**config.mk**
```make
export PLATFORM = sky130hd
export DESIGN_NAME = latch_serial_tx
export DESIGN_NICKNAME = d
export VERILOG_FILES = /design/src/rtl/latch_serial_tx_shift_reg_load.sv /design/src/rtl/latch_serial_tx.sv
export SDC_FILE = /design/constraint.sdc
export NUM_CORES = 1
export LEC_CHECK = 0
export ABC_AREA = 1
export CAP_MARGIN = 10
export CORE_ASPECT_RATIO = 0.75
export CORE_MARGIN = 1
export CORE_UTILIZATION = 45
export CTS_BUF_LIST = sky130_fd_sc_hd__clkbuf_2 sky130_fd_sc_hd__clkbuf_4 sky130_fd_sc_hd__clkbuf_8
export CTS_CLUSTER_DIAMETER = 50
export DETAILED_ROUTE_END_ITERATION = 7
export PLACE_DENSITY = 0.7
export SLEW_MARGIN = 20
export SYNTH_ARGS = -nofsm -noshare
export SYNTH_HDL_FRONTEND = slang
export SYNTH_SLANG_ARGS = --single-unit
```
**constraint.sdc**
```tcl
create_clock -name clk -period 2.4 [get_ports clk]
set_input_delay 0.36 -clock clk [delete_from_list [all_inputs] [get_ports clk]]
set_output_delay 0.36 -clock clk [all_outputs]
set_load 0.005 [all_outputs]
```
**src/rtl/latch_serial_tx_shift_reg_load.sv**
```systemverilog
// rtl/latch_serial_tx_shift_reg_load.sv - WIDTH-bit parallel-load shift register feeding the serial transmitter
module latch_serial_tx_shift_reg_load #(
    parameter int WIDTH     = 8,
    parameter bit MSB_FIRST = 1'b1
) (
    input  logic             clk_i,
    input  logic             rst_ni,
    input  logic             load_i,
    input  logic [WIDTH-1:0] data_i,
    input  logic             shift_i,
    output logic             head_o
);

    logic [WIDTH-1:0] data_q;
    logic [WIDTH-1:0] data_d;

    always_comb begin
        data_d = data_q;
        if (load_i) begin
            data_d = data_i;
        end else if (shift_i) begin
            data_d = MSB_FIRST ? {data_q[WIDTH-2:0], 1'b0} : {1'b0, data_q[WIDTH-1:1]};
        end
    end

    always_ff @(posedge clk_i or negedge rst_ni) begin
        if (!rst_ni) begin
            data_q <= '0;
        end else begin
            data_q <= data_d;
        end
    end

    // Head is the bit that leaves next, at whichever end the direction selects.
    assign head_o = MSB_FIRST ? data_q[WIDTH-1] : data_q[0];

endmodule

```
**src/rtl/latch_serial_tx.sv**
```systemverilog
// rtl/latch_serial_tx.sv - serial driver for a level-sensitive latch: data set up a cycle before each enable-high window
module latch_serial_tx #(
    parameter int WIDTH     = 8,
    parameter bit MSB_FIRST = 1'b1
) (
    input  logic             clk,
    input  logic             reset_n,
    input  logic             load,
    input  logic [WIDTH-1:0] d_in,
    output logic             ready,
    output logic             q,
    output logic             q_bar,
    output logic             le,
    output logic             done
);

    typedef enum logic [1:0] {
        IDLE  = 2'b00,
        SETUP = 2'b01,
        HOLD  = 2'b10,
        DONE  = 2'b11
    } state_e;

    localparam int CNT_W = (WIDTH > 1) ? $clog2(WIDTH) : 1;
    localparam logic [CNT_W-1:0] LAST_BIT = CNT_W'(WIDTH - 1);

    state_e           state_q;
    logic [CNT_W-1:0] cnt_q;
    logic             q_q;
    logic             le_q;
    logic             ready_q;
    logic             done_q;

    logic sr_load;
    logic sr_shift;
    logic sr_head;
    logic first_bit;

    assign sr_load   = (state_q == IDLE) && load;
    // Shifting as SETUP hands over to HOLD leaves the next bit at the head in time for the HOLD exit.
    assign sr_shift  = (state_q == SETUP);
    assign first_bit = MSB_FIRST ? d_in[WIDTH-1] : d_in[0];

    latch_serial_tx_shift_reg_load #(
        .WIDTH     (WIDTH),
        .MSB_FIRST (MSB_FIRST)
    ) u_shift_reg (
        .clk_i   (clk),
        .rst_ni  (reset_n),
        .load_i  (sr_load),
        .data_i  (d_in),
        .shift_i (sr_shift),
        .head_o  (sr_head)
    );

    always_ff @(posedge clk or negedge reset_n) begin
        if (!reset_n) begin
            state_q <= IDLE;
            cnt_q   <= '0;
            q_q     <= 1'b0;
            le_q    <= 1'b0;
            ready_q <= 1'b1;
            done_q  <= 1'b0;
        end else begin
            unique case (state_q)
                IDLE: begin
                    if (load) begin
                        state_q <= SETUP;
                        cnt_q   <= '0;
                        q_q     <= first_bit;
                        ready_q <= 1'b0;
                    end
                end
                SETUP: begin
                    state_q <= HOLD;
                    le_q    <= 1'b1;
                end
                HOLD: begin
                    le_q <= 1'b0;
                    if (cnt_q == LAST_BIT) begin
                        state_q <= DONE;
                        done_q  <= 1'b1;
                        q_q     <= 1'b0;
                    end else begin
                        state_q <= SETUP;
                        cnt_q   <= cnt_q + CNT_W'(1);
                        q_q     <= sr_head;
                    end
                end
                DONE: begin
                    state_q <= IDLE;
                    cnt_q   <= '0;
                    done_q  <= 1'b0;
                    ready_q <= 1'b1;
                end
            endcase
        end
    end

    assign q     = q_q;
    assign q_bar = ~q_q;
    assign le    = le_q;
    assign ready = ready_q;
    assign done  = done_q;

endmodule

```
==> impl_metrics.yaml, run 1 <==
yosys:
  yosys.area_share.adder_pct: 9.576
  synthesis.area_um2: 914.6
  synth-seq-cells: 17
  syn_inst: 111
  avgSynthCellArea_um2: 8.240
  syn-num-nets: 129
  synth.area.top_cells: "dfrtp_1 (44%), nand2_1 (14%), nand3_1 (13%), ha_1 (9.6%), inv_1 (4.5%)"
  yosysSeqAreaShare_pct: 46.65
  synth_top_family_by_area: "simple AND/OR/NAND/NOR gates"
  synthSimpleGateAreaFrac_pct: 31.33
  synth_cell_types: 16
  synth_compound_area_share_pct: 4.241
  synth_top_area_share_pct: 43.78
  yosys_warnings: 0
  synth_xor_area_share_pct: 0
  yosysTopAreaCell: "dfrtp_1"
  synthMuxAreaShare_pct: 0
sta:
  drv_slew: 0
  setup_viol: 0
  max-slew-margin-rel_pct: 48.11
  hold_viol: 0
  period_minus_slack_ns: 1.681
  period_share_pct: 70.03
  tightestPinTransition_ns: 0.7759
  fin_hold_ws_ns: 0.4775
  rsz0062_at_grt: "no"
  max_freq_ghz: 0.5950
  fin_tns_setup_ns: 0
  clock_skew_ns: 0.001068
critical_path:
  reg2reg_to: "u_shift_reg.data_q[7]$_DFFE_PN0P_"
  rrSetupSlack_ns: 0.94
  slowest_delay_ns: 0.54
  cp-startpoint: "ready$_DFFE_PN1P_"
  rr_worst_depth: 5
  worstPathRequired_ns: 2.04
  crit_path_end_kind: "primary output"
  cp_top_family: "flip-flops"
  crit_slowest_cell: "dfstp_2"
  r2r-start: "state_q[1]$_DFFE_PN0P_"
  path_class: "flop to primary output"
  arrival_ns: 1.32
  cp_max_fo: 2
  start_kind: "flop"
  path_buf_inv: 1
  cp.depth: 1
  crit_chain: "clkdlybuf4s50_1"
drt:
  drtIter0Drc: 11
  num_vias: 749
  routed_via_density: 5.027
  avgRoutedWirePerCell_um: 11.64
  drt-total-wl_mm: 1.734
  dr.pass1.iters: 4
  drc: 0
  postRouteAntennaNets: 0
global_route:
  met2_usage_pct: 26.85
  gr-total-overflow: 0
  grt_first_pass_wirelength_mm: 2.808
  globalRouteMet1Util_pct: 25.68
  grtUsageMet3_pct: 8.519
  grt_busiest_layer: "met2"
  antenna_found_initial: 0
  gr-usage-all-layers_pct: 19.11
  grt_max_degree: 19
  first_global_vias: 655
floorplan:
  row_count: 13
  die_y_um: 41.05
  core_um2: 1822
  die_x_um: 54.06
  io_pins: 16
  dieArea_um2: 2219
  initial_core_util_pct: 50.21
place:
  port_buffers: 15
  dp_hpwl_mm: 1.262
  place.gp.congestion: 0.8172
clock_tree:
  cts_hold_buffers: 0
  root_buffer: "clkbuf_4"
  clk_latency_ns: 0.29
  htreeDepth: 1
  cts_num_sinks: 17
  cts_buffer_depth: 2
  cts-buffers-inserted: 3
  cts_tree: "built"
  post_cts_buffers: 0
  cts_resized: 0
  cts.reportedPaths.clkPinSlew_ns: 0.10
pwr:
  peakVddDrop_uv: 798.5
  powerDensity_nw_per_um2: 1072
  fin_total_pwr_mw: 1.175
  power.static_leakage_nw: 0.5984
hold_path:
  hold_depth: 2
  hold_path_startpoint: "ready$_DFFE_PN1P_"
  min_to: "ready$_DFFE_PN1P_"
  hp-class: "flop to flop"
final_layout:
  num_antenna_cells: 0
  final_nets: 146
  synthToLayoutAreaGrowth_pct: 19.84
  drive_gt1_share_pct: 8.661
job:
  maxCapViolations: 0
run_status:
  status: "complete, no violations"
==> cell families (layout without fill, tap and decap cells) <==
kind of cell	Yosys count	count (layout)
adders and majority gates	7	7
and+or+nand+nor	64	64
buffers and inverters	16	32
DFF	17	17
AOI/OAI and AO/OA	7	7
==> worst max path at each step <==
| stage | slack, ns | end |
|---|---|---|
| floorplan | 1.18 | done$_DFFE_PN0P_ |
| global placement | 0.93 | u_shift_reg.data_q[6]$_DFFE_PN0P_ |
| detailed placement | 0.89 | u_shift_reg.data_q[6]$_DFFE_PN0P_ |
| CTS | 0.71 | ready |
| global route | 0.67 | ready |
| finish | 0.72 | ready |
==> synth_stat cells <==
cell type	number
nand3_2	1
buf_6	1
buf_4	2
inv_2	2
inv_1	11
dfstp_2	1
nand3_1	24
dfrtp_1	16
ha_1	7
nor2_1	3
nand2_1	34
o21ai_0	5
a21oi_2	1
nand2_4	1
nand2_2	1
a21oi_1	1
==> sequential cells by signal (all words and copies together) (netlist names) <==
signal              flops
state_q                 2
u_shift_reg.data_q      8
cnt_q                   3
done                    1
q                       1
le                      1
ready                   1
==> power by group <==
part / total, mW / leakage [nW] / switching, mW / internal, mW
Clock: 0.166 / 0.0184 / 0.0897 / 0.0760
Combinational: 0.535 / 0.367 / 0.315 / 0.220
Sequential: 0.475 / 0.213 / 0.0717 / 0.403
==> per-layer routing <==
metal | routed length [um] | vias up
met4 | 12 | 0
li1 | - | 389
met1 | 875 | 336
met5 | 0 | -
met3 | 120 | 2
met2 | 725 | 22
==> area by class of cell <==
class	count	area, um2
multi-input combinational	78	412.9
sequential	17	426.7
timing repair buffer	15	150.1
inverter	13	48.80
clock buffer	4	30.03
tap	22	27.53
fill	163	725.7
==> metrics by stage <==
step	utilization (%)	setup WS, ns	instances	cell area (um2)
final	60.16	0.7193	149	1096
after detailed placement	58.52	0.8915	145	1066
after floorplan	-	1.180	111	914.6
after global routing	60.16	0.6665	149	1096
after global placement	58.52	0.9341	145	1066
after CTS	60.16	0.7059	149	1096
==> layout by cell type (no fill, tap or decap), drive strengths merged <==
cell type / synthesis / layout
nand2: 36 / 36
nand3: 25 / 25
dfrtp: 16 / 16
clkdlybuf4s50: 0 / 15
inv: 13 / 13
ha: 7 / 7
o21ai: 5 / 5
clkbuf: 0 / 4
nor2: 3 / 3
a21oi: 2 / 2
dfstp: 1 / 1
(Power assumes the default switching activity.)
==> run 2: changes to the inputs <==
- clock period: 2.4 -> 1.7 ns (I/O delays scaled with it)
==> run 2 against run 1 <==
- final cell count is 0.67% higher
- power is 41% higher
- critical path depth stayed put
- critical path type unchanged
- via count is 0.53% higher
- clock skew is 0.0064 ns higher
==> impl_metrics.yaml, run 2 (synthesis results as in run 1) <==
run_status:
  status: "complete, no violations"
sta:
  fin_hold_ws_ns: 0.2478
  rsz0062_at_grt: "no"
  setup_ws_ns: 0.1295
  period_share_pct: 92.38
  max-slew-margin-rel_pct: 73.28
  period_minus_slack_ns: 1.570
  fin_tns_setup_ns: 0
  clock_skew_ns: 0.007462
  tightestPinTransition_ns: 0.3996
  max_freq_ghz: 0.6367
  drv_slew: 0
  setup_viol: 0
  hold_viol: 0
final_layout:
  nFillCells: 166
  final_nets: 147
  reg.largest.list: "u_shift_reg.data_q: 8 flops, cnt_q: 3 flops, state_q: 2 flops"
  num_antenna_cells: 0
  synthToLayoutAreaGrowth_pct: 20.66
  regMostFlops: "u_shift_reg.data_q"
  layout_common_cells: "nand2_1 (34), nand3_1 (24), dfrtp_1 (16)"
  register_area_um2: 426.7
  drive_gt1_share_pct: 9.375
  layout_commonest_cell: "nand2_1"
  largest_reg_flops: 8
  multi_input_area_um2: 412.9
floorplan:
  dieArea_um2: 2219
  initial_core_util_pct: 50.21
  io_pins: 16
  die_y_um: 41.05
  die_x_um: 54.06
  row_count: 13
  core_um2: 1822
critical_path:
  r2r-start: "state_q[1]$_DFFE_PN0P_"
  crit_path_end_kind: "primary output"
  crit_chain: "clkdlybuf4s50_1"
  crit_slowest_cell: "dfstp_2"
  cp_top_family: "flip-flops"
  path_buf_inv: 1
  rr_worst_depth: 6
  start_kind: "flop"
  path_class: "flop to primary output"
  slowest_delay_ns: 0.54
  rrSetupSlack_ns: 0.26
  arrival_ns: 1.32
  reg2reg_to: "cnt_q[0]$_DFFE_PN0P_"
  worstPathRequired_ns: 1.44
  cp_max_fo: 2
global_route:
  gr-total-overflow: 0
  grt_first_pass_wirelength_mm: 2.980
  grt_max_degree: 19
  antenna_found_initial: 0
  first_global_vias: 657
  gr-usage-all-layers_pct: 20.45
clock_tree:
  htreeDepth: 1
  cts_buffer_depth: 2
  root_buffer: "clkbuf_4"
  cts_num_sinks: 17
  cts.reportedPaths.clkPinSlew_ns: 0.10
  post_cts_buffers: 0
  cts_resized: 0
  cts_tree: "built"
  cts-buffers-inserted: 3
  cts_hold_buffers: 0
  clk_latency_ns: 0.29
job:
  maxCapViolations: 0
place:
  place_ws_ns: 0.2813
  port_buffers: 15
  place.gp.congestion: 0.8207
  dp_hpwl_mm: 1.355
drt:
  drtIter0Drc: 15
  avgRoutedWirePerCell_um: 11.63
  dr.pass1.iters: 4
  drt-total-wl_mm: 1.744
  drc: 0
  postRouteAntennaNets: 0
  num_vias: 753
  routed_via_density: 5.020
pwr:
  power.static_leakage_nw: 0.6032
  powerDensity_nw_per_um2: 1501
  fin_total_pwr_mw: 1.656
  peakVddDrop_uv: 966.5
hold_path:
  hp-class: "primary input to asynchronous set/reset pin"
==> run 2: cell count changes in the layout (fill, tap and decap cells not counted), sizes merged <==
| cell | delta |
|---|---|
| buf | +1 |
==> run 2: per-stage QoR <==
| step | area (um2) | util (%) | instances |
|---|---|---|---|
| final | 1104 | 60.58 | 150 |
| after global routing | 1104 | 60.58 | 150 |
| after CTS | 1104 | 60.58 | 150 |
| after detailed placement | 1074 | 58.93 | 146 |
| after global placement | 1074 | 58.93 | 146 |
| after floorplan | 914.6 | - | 111 |
==> run 2: final cells by class <==
class	count	area share (%)
Multi-Input combinational cell	78	37.41
Timing Repair Buffer	16	14.29
Sequential cell	17	38.66
Tap cell	22	2.494
Clock buffer	4	2.721
Inverter	13	4.422
==> run 2: metal layers <==
| metal | track usage (%) | routed length, um |
|---|---|---|
| met1 | 28.48 | 894 |
| met2 | 28.40 | 735 |
| met3 | 7.778 | 94 |
| met4 | 7.692 | 19 |
| met5 | 0 | 0 |
==> run 2: how the worst max path moves through the flow <==
stage                                       from                                end  slack (ns)  cells past startpoint
after floorplan           state_q[0]$_DFFE_PN0P_                   done$_DFFE_PN0P_        0.48                      7
after CTS                      ready$_DFFE_PN1P_                              ready        0.12                      1
after global routing           ready$_DFFE_PN1P_                              ready        0.05                      1
final                          ready$_DFFE_PN1P_                              ready        0.13                      1
after detailed placement  state_q[1]$_DFFE_PN0P_               cnt_q[0]$_DFFE_PN0P_        0.28                      6
after global placement    state_q[1]$_DFFE_PN0P_  u_shift_reg.data_q[1]$_DFFE_PN0P_        0.31                      5
==> run 2: where the power goes <==
group          switching [mW]  total, mW  internal, mW
clock                   0.120      0.227         0.107
combinational           0.443      0.753         0.310
sequential              0.106      0.676         0.569
==> run 2: worst register-to-register path, cell delays in order, from the launching register on <==
cell and delay (ns):
dfrtp_1 0.42, inv_1 0.13, ha_1 0.41, inv_2 0.16, nand3_2 0.13, nand2_1 0.07
nand2_1 0.06
==> run 3: changes to the inputs <==
- CELL_PAD_IN_SITES_DETAIL_PLACEMENT: default -> 0
- CELL_PAD_IN_SITES_GLOBAL_PLACEMENT: default -> 2
- CORE_UTILIZATION: 45 -> 37
- DONT_BUFFER_PORTS: default -> 1
- PLACE_DENSITY: 0.7 -> default
- PLACE_DENSITY_LB_ADDON: default -> 0.1
==> run 3 against run 2 <==
- via count decreased by 9.6%
- critical endpoint is now u_shift_reg.data_q[6]$_DFFE_PN0P_
- highest routed layer unchanged
- combinational power decreased by 9.6%
- flip-flop and latch count unchanged
==> impl_metrics.yaml, run 3 (synthesis results as in run 1) <==
critical_path:
  slowest_delay_ns: 0.43
  rr_worst_depth: 7
  arrival_ns: 1.66
  cp_top_family: "flip-flops"
  start_kind: "flop"
  rrSetupSlack_ns: 0.24
  cp_max_fo: 18
  cp_common_cell: "nand2_1"
  cp-startpoint: "state_q[0]$_DFFE_PN0P_"
  crit_chain: "inv_1 > ha_1 > nand2_4 > inv_2 > nor2_1 > nand2_1 > nand2_1"
  crit_slowest_cell: "dfrtp_1"
  crit_path_end_kind: "flop"
  path_class: "flop to flop"
  setup.worst_path.end: "u_shift_reg.data_q[6]$_DFFE_PN0P_"
  reg2reg_to: "u_shift_reg.data_q[6]$_DFFE_PN0P_"
  worstPathRequired_ns: 1.90
  cp.depth: 7
  r2r-start: "state_q[0]$_DFFE_PN0P_"
  path_buf_inv: 2
floorplan:
  die_y_um: 45.06
  initial_core_util_pct: 39.62
  core_um2: 2308
  row_count: 15
  dieArea_um2: 2677
  io_pins: 16
  die_x_um: 59.41
clock_tree:
  root_buffer: "clkbuf_4"
  cts_tree: "built"
  clk_latency_ns: 0.29
  cts_buffer_depth: 2
  cts_num_sinks: 17
  cts-buffers-inserted: 3
  post_cts_buffers: 0
  cts.reportedPaths.clkPinSlew_ns: 0.10
  htreeDepth: 1
hold_path:
  hp-class: "primary input to flop"
sta:
  max-slew-margin-rel_pct: 45.07
  max_freq_ghz: 0.6841
  period_minus_slack_ns: 1.462
  rsz0062_at_grt: "no"
  drv_slew: 0
  clock_skew_ns: 0.006528
  setup_viol: 0
  setup_ws_ns: 0.2383
  period_share_pct: 85.98
  hold_viol: 0
  fin_tns_setup_ns: 0
  tightestPinTransition_ns: 0.8213
drt:
  avgRoutedWirePerCell_um: 12.51
  dr.pass1.iters: 4
  postRouteAntennaNets: 0
  routed_via_density: 4.601
  drt-total-wl_mm: 1.852
  drtIter0Drc: 39
  num_vias: 681
  drc: 0
final_layout:
  nFillCells: 244
  drive_gt1_share_pct: 10.53
  num_antenna_cells: 0
  synthToLayoutAreaGrowth_pct: 6.977
  final_cell_area_um2: 978.4
  layout_common_cells: "nand2_1 (34), nand3_1 (24), dfrtp_1 (16)"
  regMostFlops: "u_shift_reg.data_q"
  final_nets: 133
  layout_commonest_cell: "nand2_1"
  largest_reg_flops: 8
  reg.largest.list: "u_shift_reg.data_q: 8 flops, cnt_q: 3 flops, state_q: 2 flops"
job:
  maxCapViolations: 0
global_route:
  gr-usage-all-layers_pct: 15.78
  grt_max_degree: 19
  grt_first_pass_wirelength_mm: 2.987
  first_global_vias: 601
  antenna_found_initial: 0
  gr-total-overflow: 0
pwr:
  p_sw_share_pct: 42.40
  p_comb_share_pct: 42.7
  clkPwrFrac_pct: 14.9
  powerDensity_nw_per_um2: 1629
  p_seq_share_pct: 42.4
  peakVddDrop_uv: 664.2
  power.static_leakage_nw: 0.5492
  p_switching_uw: 675.6
  p_int_uw: 917.8
  fin_total_pwr_mw: 1.593
place:
  port_buffers: 0
  dp_hpwl_mm: 1.364
  place.gp.congestion: 0.7258
  place_ws_ns: 0.2411
  dpl_cell_area_um2: 938.4
run_status:
  status: "complete, no violations"
==> run 3: cell count changes in the layout (fill, tap and decap cells not counted), sizes merged <==
cell,delta
clkdlybuf4s50,-15
dlygate4sd3,+1
==> run 3: layout make-up <==
type / instances / area (um2) / area share, %
Sequential cell: 17 / 426.7 / 43.61
Multi-Input combinational cell: 78 / 412.9 / 42.20
Inverter: 13 / 48.80 / 4.987
Tap cell: 34 / 42.54 / 4.348
Clock buffer: 4 / 30.03 / 3.069
Timing Repair Buffer: 2 / 17.52 / 1.790
==> run 3: how the worst min path moves through the flow <==
| stage | end | slack (ns) | cells after the start | from |
|---|---|---|---|---|
| floorplan | cnt_q[0]$_DFFE_PN0P_ | -0.04 | 0 | reset_n |
| global placement | cnt_q[2]$_DFFE_PN0P_ | -0.04 | 0 | reset_n |
| detailed placement | cnt_q[2]$_DFFE_PN0P_ | -0.04 | 0 | reset_n |
| CTS | u_shift_reg.data_q[0]$_DFFE_PN0P_ | 0.06 | 2 | d_in[0] |
| global route | u_shift_reg.data_q[0]$_DFFE_PN0P_ | 0.06 | 2 | d_in[0] |
| finish | u_shift_reg.data_q[0]$_DFFE_PN0P_ | 0.07 | 2 | d_in[0] |
==> run 3: repair_timing <==
action                    in CTS  in global routing
hold buffers                   1                  0
resized for setup              0                  0
hold endpoints to repair      17                  0
==> run 3: stage by stage <==
step	utilization [%]	std cells	hold slack (ns)
after floorplan	-	111	-0.04059
after global placement	40.65	143	-0.04019
after detailed placement	40.65	143	-0.04012
after CTS	42.38	148	0.05950
after global routing	42.38	148	0.06381
final	42.38	148	0.06835
==> run 3: metal layers <==
metal / part of all wire (%) / GRT usage, % / up-vias
met3: 5.1 / 5.731 / 2
met4: 0.54 / 4.286 / 0
li1: - / - / 359
met2: 40 / 20.90 / 13
met5: 0 / 0 / -
met1: 54 / 23.70 / 307
==> run 3: power by group through the flow <==
stage	registers [mW]	logic, mW	clock network (mW)
global route	0.694	0.794	0.262
global placement	0.681	0.675	0
CTS	0.676	0.692	0.249
finish	0.675	0.681	0.237
floorplan	0.655	0.565	0
detailed placement	0.685	0.678	0
